**src/rtl/axis_arb_pkg.sv**
```systemverilog
// Shared types, default widths and the round-robin pick function for the
// frame-atomic AXI4-Stream arbiter.
package axis_arb_pkg;

   typedef enum logic {
      IDLE = 1'b0,
      BUSY = 1'b1
   } arb_state_e;

   localparam int DEF_NUM_SRC   = 4;
   localparam int DEF_DATA_W    = 32;
   localparam int DEF_MAX_BEATS = 256;
   localparam int DEF_CNT_W     = 16;

   // rr_pick works on the widest supported source count; narrower callers zero-extend.
   localparam int MAX_SRC   = 8;
   localparam int IDX_MAX_W = 3;

   // First requester searching upward from ptr+1 modulo n; returns ptr when nobody requests.
   function automatic logic [IDX_MAX_W-1:0] rr_pick(
      input logic [MAX_SRC-1:0]   req,
      input logic [IDX_MAX_W-1:0] ptr,
      input int                   n
   );
      logic [IDX_MAX_W-1:0] pick;
      logic                 found;
      int                   idx;
      pick  = ptr;
      found = 1'b0;
      for (int k = 1; k <= MAX_SRC; k++) begin
         idx = (int'(ptr) + k) % n;
         if ((k <= n) && !found && req[idx[IDX_MAX_W-1:0]]) begin
            pick  = idx[IDX_MAX_W-1:0];
            found = 1'b1;
         end
      end
      return pick;
   endfunction

endpackage

```
**src/rtl/rr_pointer_arbiter.sv**
```systemverilog
// Combinational round-robin pick over a request vector plus the registered
// priority pointer, which advances to the pick whenever load is strobed.
module rr_pointer_arbiter
   import axis_arb_pkg::*;
#(
   parameter int N     = DEF_NUM_SRC,
   parameter int IDX_W = $clog2(N)
) (
   input  logic             aclk,
   input  logic             aresetn,
   input  logic [N-1:0]     req,
   input  logic             load,
   output logic [IDX_W-1:0] pick
);

   logic [IDX_W-1:0]   ptr_q, ptr_d;
   logic [MAX_SRC-1:0] req_ext;

   // NOTE: every signal assigned in always_comb gets a default first, so no path can infer a latch.
   always_comb begin
      req_ext        = '0;
      req_ext[N-1:0] = req;
      pick           = IDX_W'(rr_pick(req_ext, IDX_MAX_W'(ptr_q), N));
      ptr_d          = load ? pick : ptr_q;
   end

   // Pointer starts at the last source so that source 0 has priority after reset.
   // NOTE: sequential state uses non-blocking assignments only, so every flop samples pre-edge values.
   always_ff @(posedge aclk or negedge aresetn) begin
      if (!aresetn) ptr_q <= IDX_W'(N - 1);
      else          ptr_q <= ptr_d;
   end

endmodule

```
**src/rtl/axis_frame_arbiter.sv**
```systemverilog
// Frame-atomic round-robin arbiter: one source owns the master port from its
// first beat to tlast, with an optional beat-count watchdog cutting runaway frames.
module axis_frame_arbiter
   import axis_arb_pkg::*;
#(
   parameter int NUM_SRC   = DEF_NUM_SRC,
   parameter int DATA_W    = DEF_DATA_W,
   parameter int MAX_BEATS = DEF_MAX_BEATS,
   parameter int CNT_W     = DEF_CNT_W
) (
   input  logic                        aclk,
   input  logic                        aresetn,
   input  logic [NUM_SRC*DATA_W-1:0]   s_axis_tdata,
   input  logic [NUM_SRC-1:0]          s_axis_tvalid,
   output logic [NUM_SRC-1:0]          s_axis_tready,
   input  logic [NUM_SRC-1:0]          s_axis_tlast,
   input  logic [NUM_SRC-1:0]          s_axis_tuser,
   output logic [DATA_W-1:0]           m_axis_tdata,
   output logic                        m_axis_tvalid,
   input  logic                        m_axis_tready,
   output logic                        m_axis_tlast,
   output logic                        m_axis_tuser,
   output logic [$clog2(NUM_SRC)-1:0]  grant_idx,
   output logic                        busy,
   output logic [CNT_W-1:0]            frame_cnt,
   output logic                        trunc_err
);

   localparam int   IDX_W   = $clog2(NUM_SRC);
   localparam int   BEAT_W  = (MAX_BEATS > 1) ? $clog2(MAX_BEATS) : 1;
   localparam bit   WD_EN   = (MAX_BEATS != 0);
   localparam int   WD_LAST = WD_EN ? MAX_BEATS - 1 : 0;

   arb_state_e        state_q, state_d;
   logic [IDX_W-1:0]  grant_q, grant_d;
   logic [BEAT_W-1:0] beat_q, beat_d;
   logic [CNT_W-1:0]  frame_cnt_q, frame_cnt_d;
   logic              trunc_q, trunc_d;
   logic              arb_load;
   logic [IDX_W-1:0]  arb_pick;
   logic              wd_hit;
   logic              beat_acc;

   rr_pointer_arbiter #(
      .N     (NUM_SRC),
      .IDX_W (IDX_W)
   ) u_rr (
      .aclk    (aclk),
      .aresetn (aresetn),
      .req     (s_axis_tvalid),
      .load    (arb_load),
      .pick    (arb_pick)
   );

   assign wd_hit = WD_EN && (beat_q == BEAT_W'(WD_LAST));

   // Pass-through from the granted source; everything is quiet while idle.
   always_comb begin
      m_axis_tdata  = '0;
      m_axis_tvalid = 1'b0;
      m_axis_tlast  = 1'b0;
      m_axis_tuser  = 1'b0;
      s_axis_tready = '0;
      if (state_q == BUSY) begin
         m_axis_tdata           = s_axis_tdata[int'(grant_q)*DATA_W +: DATA_W];
         m_axis_tvalid          = s_axis_tvalid[grant_q];
         m_axis_tlast           = s_axis_tlast[grant_q] | wd_hit;
         m_axis_tuser           = s_axis_tuser[grant_q];
         s_axis_tready[grant_q] = m_axis_tready;
      end
   end

   assign beat_acc = m_axis_tvalid & m_axis_tready;

   always_comb begin
      state_d     = state_q;
      grant_d     = grant_q;
      beat_d      = beat_q;
      frame_cnt_d = frame_cnt_q;
      trunc_d     = trunc_q;
      arb_load    = 1'b0;
      case (state_q)
         IDLE: begin
            if (|s_axis_tvalid) begin
               grant_d  = arb_pick;
               arb_load = 1'b1;
               beat_d   = '0;
               state_d  = BUSY;
            end
         end
         BUSY: begin
            if (beat_acc) begin
               beat_d = beat_q + BEAT_W'(1);
               if (m_axis_tlast) begin
                  frame_cnt_d = frame_cnt_q + CNT_W'(1);
                  state_d     = IDLE;
                  // Only a cut the source did not ask for is an error.
                  if (wd_hit && !s_axis_tlast[grant_q]) trunc_d = 1'b1;
               end
            end
         end
         default: state_d = IDLE;
      endcase
   end

   always_ff @(posedge aclk or negedge aresetn) begin
      if (!aresetn) begin
         state_q     <= IDLE;
         grant_q     <= '0;
         beat_q      <= '0;
         frame_cnt_q <= '0;
         trunc_q     <= 1'b0;
      end else begin
         state_q     <= state_d;
         grant_q     <= grant_d;
         beat_q      <= beat_d;
         frame_cnt_q <= frame_cnt_d;
         trunc_q     <= trunc_d;
      end
   end

   assign grant_idx = grant_q;
   assign busy      = (state_q == BUSY);
   assign frame_cnt = frame_cnt_q;
   assign trunc_err = trunc_q;

endmodule

```
**config.mk**
```make
export PLATFORM = sky130hd
export DESIGN_NAME = axis_frame_arbiter
export DESIGN_NICKNAME = d
export VERILOG_FILES = /design/src/rtl/axis_arb_pkg.sv /design/src/rtl/rr_pointer_arbiter.sv /design/src/rtl/axis_frame_arbiter.sv
export SDC_FILE = /design/constraint.sdc
export NUM_CORES = 1
export LEC_CHECK = 0
export CORE_ASPECT_RATIO = 0.6
export CORE_MARGIN = 3
export CORE_UTILIZATION = 35
export CTS_CLUSTER_SIZE = 25
export DETAILED_ROUTE_END_ITERATION = 10
export HOLD_SLACK_MARGIN = 0.1
export PLACE_DENSITY = 0.85
export SLEW_MARGIN = 20
export SYNTH_ARGS = -nofsm -noshare
export SYNTH_HDL_FRONTEND = slang
export SYNTH_HIERARCHICAL = 1
export SYNTH_SLANG_ARGS = --single-unit
```
**constraint.sdc**
```tcl
create_clock -name aclk -period 2.25 [get_ports aclk]
set_input_delay 0.3375 -clock aclk [delete_from_list [all_inputs] [get_ports aclk]]
set_output_delay 0.3375 -clock aclk [all_outputs]
set_load 0.01 [all_outputs]
```
# --- Word-level counts from Yosys, hierarchy flattened ---
# Cells that the tools add are included.
totals:
  reg_bits: 30
  inputBits: 143
  word_cells: 84
classes:
  n_addsub: 6
  order_cmp: 6
  n_eq_ne: 3
  shifts: 1
  muxes: 36
  n_bitwise: 8
  reduce_logical: 18
op_table:
  columns: ["cell", "n"]
  rows:
  - ["$shiftx A128 B8 Y32", 1]
  - ["$mux W32", 1]
  - ["$mux W1", 18]
  - ["$add A16 B1 Y16 const B", 1]
  - ["$lt A3 B4 Y1 const B", 4]
  - ["$mux W8", 2]
  - ["$pmux W8 S2", 1]
  - ["$bmux W1 S3", 4]
  - ["$add A8 B1 Y8 const B", 1]
  - ["$eq A8 B8 Y1 const B", 1]
  - ["$mux W2", 4]
  - ["$reduce_or A2 Y1", 4]
  - ["$bmux W1 S2", 3]
  - ["$logic_and A1 B1 Y1", 5]
  - ["$add A2 B1 Y2 const B", 2]
  - ["$add A2 B2 Y2 const B", 2]
  - ["$and A1 B1 Y1 const A", 4]
  - ["$and A4 B4 Y4", 1]
  - ["$logic_not A1 Y1", 4]
  - ["$mux W4", 1]
  - ["$reduce_and A2 Y1", 2]
  - ["$reduce_and A4 Y1", 1]
  - ["$reduce_or A4 Y1", 1]
  - ["$lt A2 B3 Y1 const B", 1]
  - ["9 further kinds", 9]

# --- Logic depth before layout (Yosys ltp) ---
# Gate-level depths: netlist (run 1).
logic_depth:
  depth_word: 15
  ltp_mapped: 6
  mapped_depth_nobuf: 5

# --- Hierarchy ---
# Netlist (run 1), hierarchy kept.
by_module_without_submodules:
  columns: ["mod", "instances", "cells_per_inst", "area_each_um2", "seq_area_each_um2"]
  rows:
  - ["axis_frame_arbiter", 1, 217, 2536.2, 700.7]
  - ["rr_pointer_arbiter", 1, 24, 201.4, 52.6]

# --- Worst setup path before layout (run 1) ---
# OpenSTA, ideal clock, no wires.
synth_path:
  kind: "flip-flop to output port"
  start: "register grant_q[0] (netlist: grant_idx[0])"
  end: "output m_axis_tdata[10]"
  arrival_time_ps: 1618
  slack_ps: 295
  stages_incl_launch_ff: 5
  path_cell_list: "dfrtp_1 -> buf_6 -> buf_2 -> mux4_2 -> and2_1"
synth_via:
  elab_chain_len: 2
synth_rtl:
  columns: ["element", "line_no", "rtl"]
  rows:
  - ["from (decl)", "axis_frame_arbiter.sv:35", "logic [IDX_W-1:0] grant_q, grant_d;"]
  - ["from (signal assigned)", "axis_frame_arbiter.sv:115", "grant_q <= grant_d;"]
  - ["$shiftx A128 B8 Y32", "axis_frame_arbiter.sv:65", "m_axis_tdata = s_axis_tdata[int'(grant_q)*DATA_W +: DATA_W];"]
  - ["$mux W32", "axis_frame_arbiter.sv:64", "if (state_q == BUSY) begin"]
  - ["to (decl)", "axis_frame_arbiter.sv:18", "output logic [DATA_W-1:0] m_axis_tdata,"]
# Every way passes these cells.

# --- Worst setup path after layout (run 1) ---
layout_path:
  start: "register grant_q[0] (netlist: grant_idx[0])"
  end: "output m_axis_tlast"
layout_via:
  elab_chain_len: 4
layout_rtl:
  columns: ["element", "line_no", "rtl"]
  rows:
  - ["$bmux W1 S2", "axis_frame_arbiter.sv:67", "m_axis_tlast = s_axis_tlast[grant_q] | wd_hit;"]
  - ["$mux W1 (not written as such)", "axis_frame_arbiter.sv:67", null]
  - ["$or A1 B1 Y1", "axis_frame_arbiter.sv:67", null]
  - ["$mux W1", "axis_frame_arbiter.sv:64", null]
  - ["to (decl)", "axis_frame_arbiter.sv:21", "output logic m_axis_tlast,"]
# Every way passes these cells. The select of a mux whose other input is x is not followed.

==> out/summary.log, run 1 <==
INFO  timing         fin_crit=2270ps
INFO  global_routing wire_length_of_the_first_global_routing_pass=19.2mm
INFO  synth          yosys.area_share.adder=0.914%
INFO  route          post_drt_via_cell_ratio=5.56
INFO  pwr            pwr-share-seq=15.0%
INFO  clock_tree     clkTransAtPathRegs=50ps
INFO  worst_setup_path rr_worst_depth=7
INFO  timing         totalNegativeSetupSlack=-23.3ps
INFO  synth          postSynth.asyncResetShare=100%
INFO  final_layout   number_of_antenna_cells_inserted=0
INFO  synth          synthCells=241
INFO  timing         final-hold-violation-count=0
INFO  job            cap_viol_max_count=0
INFO  synth          combinational_family_with_the_most_area_after_synthesis=multiplexers
INFO  synth          synthDominantCellAreaShare=28.0%
INFO  route          routedWlPerCell=22.2um
INFO  synth          ys_seq_area_share=27.5%
INFO  route          drt_pre_antenna_iters=4
INFO  floorplanning  die_x=120um
INFO  timing         tightestPinTransition=521ps
INFO  route          highest-signal-layer=met4
INFO  route          route.antenna.remaining_nets=0
INFO  final_layout   flow.area_growth_from_synthesis=95.5%
INFO  floorplanning  floorplan.rows=24
INFO  worst_setup_path worst-endpoint-required=1910ps
INFO  floorplanning  number_of_top_level_design_ports=202
INFO  timing         grt_setup_unrepaired=yes
INFO  clock_tree     cts_max_level=2
INFO  synth          synth_area_per_cell=11.4um^2
INFO  synth          synth_mux_area_share=30.0%
INFO  timing         period_share=101%
INFO  timing         hold-worst-slack=449ps
INFO  final_layout   final_core_util=72.1%
INFO  worst_setup_path critPathMaxFanout=5
INFO  worst_setup_path critical_path_arrival=1940ps
INFO  global_routing overflow=0
INFO  timing         fin_ws=-23.3ps
INFO  global_routing grt_antenna_before_repair=0
INFO  route          finalWirelength=12.8mm
INFO  worst_setup_path r2r_slack=20ps
INFO  floorplanning  fp.coreArea=7420um^2
INFO  pwr            power.density=1050nW/um^2
INFO  pwr            power.clock.fraction=13.1%
INFO  timing         slew_headroom=65.1%
INFO  synth          dominantRegCellSynth=dfrtp_1
INFO  synth          synth_compound_gate_area_share=9.05%
INFO  place          dp.final_hpwl=9.52mm
INFO  synth          ys.warnings.count=6
INFO  pwr            post-layout-total-power=5.61mW
INFO  floorplanning  initial_util=36.9%
INFO  timing         setup_violations_final=1
INFO  pwr            peak_supply_drop=0.454mV
INFO  worst_setup_path crit-reg2reg-capture=frame_cnt[12]
INFO  final_layout   num-nets-final=619
INFO  route          detailroute.wirelength.met2=6.88mm
INFO  global_routing number_of_global_route_vias_before_repair=3325
INFO  worst_setup_path critical_path_class=reg2out
INFO  status         violations=setup timing
INFO  worst_setup_path timing.critical_path.from_type=flip-flop
INFO  pwr            cellLeakagePower=2.26nW
INFO  timing         clock_skews=5.03ps
INFO  floorplanning  dieHeight=74.5um
INFO  clock_tree     worst_skew_pair.late_latency=280ps
INFO  worst_setup_path timing.critical_path.to_type=output pin
INFO  status         outcome=finished, violations left
INFO  place          post_dp_cell_area=4990um^2
INFO  clock_tree     clock_tree.root_cell=clkbuf_16
INFO  place          port-buffer-count=201
INFO  route          length_of_routed_met3_wiring=811um
INFO  synth          synth_net_count=386
INFO  route          detail_route.wirelength.met1=4.84mm
INFO  pwr            netSwitchingPower=2.12mW
INFO  timing         max_fclk=440MHz
INFO  synth          synth.top_cells.by_area=mux4_2, dfrtp_1, and2_1
INFO  synth          synth_unique_cells=46
INFO  synth          synth_top_area_cell=mux4_2
INFO  final_layout   n_fill_cell=507
INFO  route          drc_errors=0
INFO  clock_tree     cts_inserted_buffers=5
INFO  route          routed-via-count=3222
INFO  synth          synth_xor_xnor_area_share=4.80%
INFO  clock_tree     clock-sinks=30
INFO  pwr            switching_share=37.8%
INFO  hold_path      hold_path_class=in2async
INFO  final_layout   layout.cells.non_filler=579
INFO  route          drtIter0Drc=213
INFO  place          post-place-cells=553
INFO  synth          yosys.area_share.simple=23.1%
INFO  place          place_congestion=0.954
INFO  final_layout   final_area=5350um^2
INFO  clock_tree     clock_buffer_depth=2
INFO  global_routing grt_max_degree=31
INFO  pwr            intPower=3.49mW
INFO  final_layout   final_layout_size_suffix_gt1_share=28.4%
INFO  floorplanning  die-area=8950um^2
INFO  global_routing globalRouteTotalUtil=28.5%
INFO  timing         maxSlewViolCount=0
INFO  place          place_worst_setup_slack=-214ps
INFO  synth          synth-edff-count=0
INFO  synth          synth-seq-cells=30
INFO  synth          synth.cell_area=2740um^2
INFO  clock_tree     tritoncts=built
INFO  pwr            combinationalPowerShare=71.8%
INFO  worst_setup_path worstReg2RegStart=grant_idx[0]
[registers in the layout (all words and copies together) (netlist names)]
register	count
u_rr/ptr_q	2
beat_q	8
busy	1
grant_idx	2
frame_cnt	16
trunc_err	1
[cell type report]
class	instances	area, um^2	area share (%)
Timing Repair Buffer	242	2360	44.1
Clock buffer	8	166	3.11
Multi-Input combinational cell	189	1920	35.8
Inverter	6	22.5	0.421
Sequential cell	30	756	14.1
Tap cell	104	130	2.43
[power groups by stage]
| stage | Clock (mW) | Combinational (mW) | Sequential [mW] |
|---|---|---|---|
| finish | 0.736 | 4.03 | 0.844 |
| global placement | 0 | 3.57 | 0.823 |
| detailed placement | 0 | 3.64 | 0.828 |
| CTS | 0.732 | 4.08 | 0.834 |
| floorplan | 0 | 1.97 | 0.802 |
| global route | 0.766 | 4.28 | 0.860 |
[placed cells by master, fill, tap and decap left out, types with 8 or more instances in the layout]
master	count
nand3_1	10
a21oi_1	8
mux4_2	34
dfrtp_1	26
and2_1	33
o21ai_0	10
clkdlybuf4s50_1	163
xor2_1	12
clkbuf_2	11
buf_2	19
buf_4	28
nand2_1	9
[Yosys cell counts, types with 6 or more instances]
library cell and instances:
and3_1 6, nand2_1 9, a21oi_1 9, clkbuf_1 7
dfrtp_1 28, mux4_2 34, nor2_1 7, nand3_1 10
and2_1 34, inv_1 6, o21ai_0 10, xor2_1 12
[cell families (layout without fill, tap and decap cells)]
kind of cell               after synthesis  count (layout)
AOI/OAI and AO/OA                       37              37
xor gates and xnor gates                15              15
adders and majority gates                2               2
buffers and inverters                   22             256
DFF                                     30              30
muxes                                   39              39
and+or+nand+nor                         96              96
[worst max-delay path, cell delays in order, from the launching register on]
cell and delay [ps]:
dfrtp_2 480, buf_6 130, mux4_2 520, a41o_1 230, and2_1 160, buf_2 130
[per-layer routing]
| metal | GRT usage (%) | vias to the layer above |
|---|---|---|
| li1 | - | 1410 |
| met5 | 0 | - |
| met1 | 33.5 | 1620 |
| met4 | 6.98 | 0 |
| met3 | 5.85 | 21 |
| met2 | 54.4 | 171 |
[how the worst max path moves through the flow]
stage,startpoint,endpoint,slack (ps)
floorplan,grant_idx[0],m_axis_tdata[10],290
global placement,s_axis_tlast[0],m_axis_tlast,-200
detailed placement,s_axis_tlast[0],m_axis_tlast,-210
CTS,grant_idx[0],m_axis_tdata[29],-80
global route,grant_idx[0],m_axis_tlast,-60
finish,grant_idx[0],m_axis_tlast,-20
[repair_timing]
action                     CTS  global route
hold buffers                 0             0
setup buffers               11             3
gates resized for setup    107            32
cloned                       6             0
pin swaps                    0             1
setup endpoints to repair   35            47
Power figures use the tool's default switching activity.
==> inputs of run 2 (changes only) <==
--- a/config.mk
+++ b/config.mk
@@ -11,7 +11,7 @@
 export CTS_CLUSTER_SIZE = 25
 export DETAILED_ROUTE_END_ITERATION = 10
 export HOLD_SLACK_MARGIN = 0.1
-export PLACE_DENSITY = 0.85
+export PLACE_DENSITY = 0.82
 export SLEW_MARGIN = 20
 export SYNTH_ARGS = -nofsm -noshare
 export SYNTH_HDL_FRONTEND = slang
==> run 2 against run 1 <==
Net effect:
- the run still ends with setup timing left
- global-route usage decreased by 1.1 points
- setup slack got worse by 8.0 ps
- total power decreased by 5.3%
- highest routed layer is now met5
- wire length fell by 1.6%
- worst hold slack improved by 7.1 ps
- core utilization fell by 0.62 points
- fmax down 0.35%
- clock skew down 0.70 ps
- combinational power down 5.2%
- sequential power is 3.2% lower
==> out/summary.log, run 2 (synthesis results as in run 1) <==
INFO  final_layout   final_core_util=71.5% [was 72.1%]
INFO  final_layout   layout_commonest_cell=clkdlybuf4s50_1 [unchanged]
INFO  final_layout   flow.area_growth_from_synthesis=93.8% [was 95.5%]
INFO  floorplanning  floorplan.rows=24 [unchanged]
INFO  worst_setup_path max_stage_delay=520ps [about the same]
INFO  final_layout   number_of_antenna_cells_inserted=0 [unchanged]
INFO  worst_setup_path timing.critical_path.to=m_axis_tlast [unchanged]
INFO  final_layout   layout.cells.most_common_list=clkdlybuf4s50_1, mux4_2, and2_1 [unchanged]
INFO  route          routed-via-count=3143 [was 3222]
INFO  clock_tree     clock_tree.root_cell=clkbuf_16 [unchanged]
INFO  worst_setup_path timing.critical_path.to_type=output pin [unchanged]
INFO  worst_setup_path rr_worst_depth=8 [was 7]
INFO  route          route.antenna.remaining_nets=0 [unchanged]
INFO  pwr            netSwitchingPower=2.00mW [was 2.12 mW]
INFO  worst_setup_path critical_path_class=reg2out [unchanged]
INFO  worst_setup_path timing.critical_path.cells=buf_4 > buf_6 > mux4_2 > a41o_1 > and2_1 > buf_2 [was buf_6 > mux4_2 > a41o_1 > and2_1 > buf_2]
INFO  global_routing globalRouteTotalUtil=27.3% [was 28.5%]
INFO  final_layout   num-nets-final=609 [was 619]
INFO  route          drc_errors=0 [unchanged]
INFO  place          place_worst_setup_slack=-199ps [was -214 ps]
INFO  route          drt_pre_antenna_iters=6 [was 4]
INFO  route          drtIter0Drc=220 [was 213]
INFO  global_routing grt_antenna_before_repair=3 [was 0]
INFO  clock_tree     cts_max_level=2 [unchanged]
INFO  floorplanning  number_of_top_level_design_ports=202 [unchanged]
INFO  clock_tree     tritoncts=built [unchanged]
INFO  timing         maxSlewViolCount=0 [unchanged]
INFO  timing         fin_crit=2280ps [was 2270 ps]
INFO  final_layout   largest_register_ffs=16 [unchanged]
INFO  timing         setup_violations_final=3 [was 1]
INFO  route          post_drt_via_cell_ratio=5.52 [was 5.56]
INFO  worst_setup_path slowest_stage=mux4_2 [unchanged]
INFO  worst_setup_path crit_start=grant_idx[0] [unchanged]
INFO  timing         tightestPinTransition=534ps [was 521 ps]
INFO  timing         period_share=101% [about the same]
INFO  worst_setup_path critical_path_arrival=1940ps [about the same]
INFO  worst_setup_path crit-reg2reg-capture=frame_cnt[12] [unchanged]
INFO  timing         clock_skews=4.34ps [was 5.03 ps]
INFO  floorplanning  die_x=120um [unchanged]
INFO  worst_setup_path combined_buffer_and_inverter_count_along_the_critical_path=3 [was 2]
INFO  place          dp.final_hpwl=10.0mm [was 9.52 mm]
INFO  global_routing grt_max_degree=31 [unchanged]
INFO  worst_setup_path worstReg2RegStart=grant_idx[0] [unchanged]
INFO  timing         max_fclk=438MHz [was 440 MHz]
INFO  status         violations=setup timing [unchanged]
INFO  floorplanning  die-area=8950um^2 [unchanged]
INFO  worst_setup_path r2r_slack=120ps [was 20 ps]
INFO  route          finalWirelength=12.6mm [was 12.8 mm]
INFO  clock_tree     clock_buffer_depth=2 [unchanged]
INFO  worst_setup_path worst-endpoint-required=1910ps [about the same]
INFO  status         outcome=finished, violations left [unchanged]
INFO  pwr            intPower=3.31mW [was 3.49 mW]
INFO  clock_tree     cts-hold-fix-buffers=0 [unchanged]
INFO  timing         slew_headroom=64.3% [was 65.1%]
INFO  clock_tree     worst_skew_pair.late_latency=280ps [about the same]
INFO  pwr            cellLeakagePower=2.24nW [was 2.26 nW]
INFO  place          port-buffer-count=201 [unchanged]
INFO  place          place_congestion=0.932 [was 0.954]
INFO  global_routing overflow=0 [unchanged]
INFO  floorplanning  fp.coreArea=7420um^2 [unchanged]
INFO  worst_setup_path family_of_cells_with_the_greatest_summed_delay_on_the_critical_path=multiplexers [unchanged]
INFO  final_layout   final_area=5310um^2 [was 5350 um^2]
INFO  floorplanning  initial_util=36.9% [unchanged]
INFO  job            cap_viol_max_count=0 [unchanged]
INFO  final_layout   final_layout_size_suffix_gt1_share=20.4% [was 28.4%]
INFO  route          routedWlPerCell=22.2um [about the same]
INFO  worst_setup_path logic_depth_of_the_worst_path_buffers_included=6 [was 5]
INFO  hold_path      hold_path_class=in2async [unchanged]
INFO  global_routing number_of_global_route_vias_before_repair=3029 [was 3325]
INFO  pwr            pwr-share-seq=15.4% [was 15.0%]
INFO  clock_tree     clkTransAtPathRegs=50ps [about the same]
INFO  timing         grt_setup_unrepaired=yes [unchanged]
INFO  pwr            combinationalPowerShare=72.0% [was 71.8%]
INFO  timing         fin_ws=-31.4ps [was -23.3 ps]
INFO  worst_setup_path critPathMaxFanout=4 [was 5]
INFO  timing         final-hold-violation-count=0 [unchanged]
INFO  pwr            power.clock.fraction=12.6% [was 13.1%]
INFO  pwr            peak_supply_drop=0.521mV [was 0.454 mV]
INFO  global_routing wire_length_of_the_first_global_routing_pass=18.4mm [was 19.2 mm]
INFO  timing         hold-worst-slack=456ps [was 449 ps]
INFO  place          post_dp_cell_area=5010um^2 [was 4990 um^2]
INFO  pwr            power.density=1000nW/um^2 [was 1050 nW/um^2]
INFO  worst_setup_path timing.critical_path.from_type=flip-flop [unchanged]
INFO  clock_tree     cts_inserted_buffers=5 [unchanged]
INFO  clock_tree     clock-sinks=30 [unchanged]
INFO  pwr            switching_share=37.7% [was 37.8%]
INFO  floorplanning  dieHeight=74.5um [unchanged]
==> run 2: power groups by stage <==
stage	Sequential [mW]	Clock (mW)	Combinational [mW]
global placement	0.817	0	3.63
global route	0.833	0.693	4.06
detailed placement	0.821	0	3.71
CTS	0.812	0.676	3.67
finish	0.817	0.671	3.82
floorplan	0.802	0	1.97
==> run 2: worst min-delay path by stage <==
stage | start | end | slack, ps
CTS | aresetn | frame_cnt[7] | 470
floorplan | aresetn | beat_q[0] | 40
finish | aresetn | frame_cnt[12] | 460
global route | aresetn | frame_cnt[8] | 480
detailed placement | frame_cnt[7] | frame_cnt[7] | 470
global placement | frame_cnt[15] | frame_cnt[15] | 460
==> run 2: what timing repair did <==
action                     4_1_cts  5_1_grt
pin swaps                        0        1
setup endpoints to repair       35       29
cloned                           1        2
setup buffers                    3        3
gates resized for setup         40       30
==> run 2: cell type report <==
cell class / count / area (um^2)
multi-input cells: 189 / 1870
fillers: 542 / 2110
repair buffers: 232 / 2380
flip-flops and latches: 30 / 756
clock inverters: 1 / 5.00
clock buffers: 7 / 143
well taps: 104 / 130
inverters: 6 / 22.5
==> run 2: routing by layer <==
metal  global-route usage (%)  share of wire, %  vias to the layer above
li1                         -                 -                     1383
met3                     6.99               7.4                       18
met5                        0              0.28                        -
met1                     34.8                41                     1595
met4                     4.44               1.3                        6
met2                     48.8                50                      141
==> run 2: metrics by stage <==
stage          TNS, ps  instances  power [mW]
2_1_floorplan        0        241        2.77
3_3_place_gp      -211        553        4.45
3_5_place_dp      -270        553        4.53
4_1_cts          -2320        565        5.16
5_1_grt           -333        569        5.59
6_report         -43.5        569        5.31
==> inputs of run 3 (changes only) <==
--- a/config.mk
+++ b/config.mk
@@ -10,7 +10,7 @@
 export CORE_UTILIZATION = 35
 export CTS_CLUSTER_SIZE = 25
 export DETAILED_ROUTE_END_ITERATION = 10
-export HOLD_SLACK_MARGIN = 0.1
+export HOLD_SLACK_MARGIN = 0.03
 export PLACE_DENSITY = 0.82
 export SLEW_MARGIN = 20
 export SYNTH_ARGS = -nofsm -noshare
==> results of run 3 <==
Same layout as run 2: the final DEF is identical, and so are final timing and power.
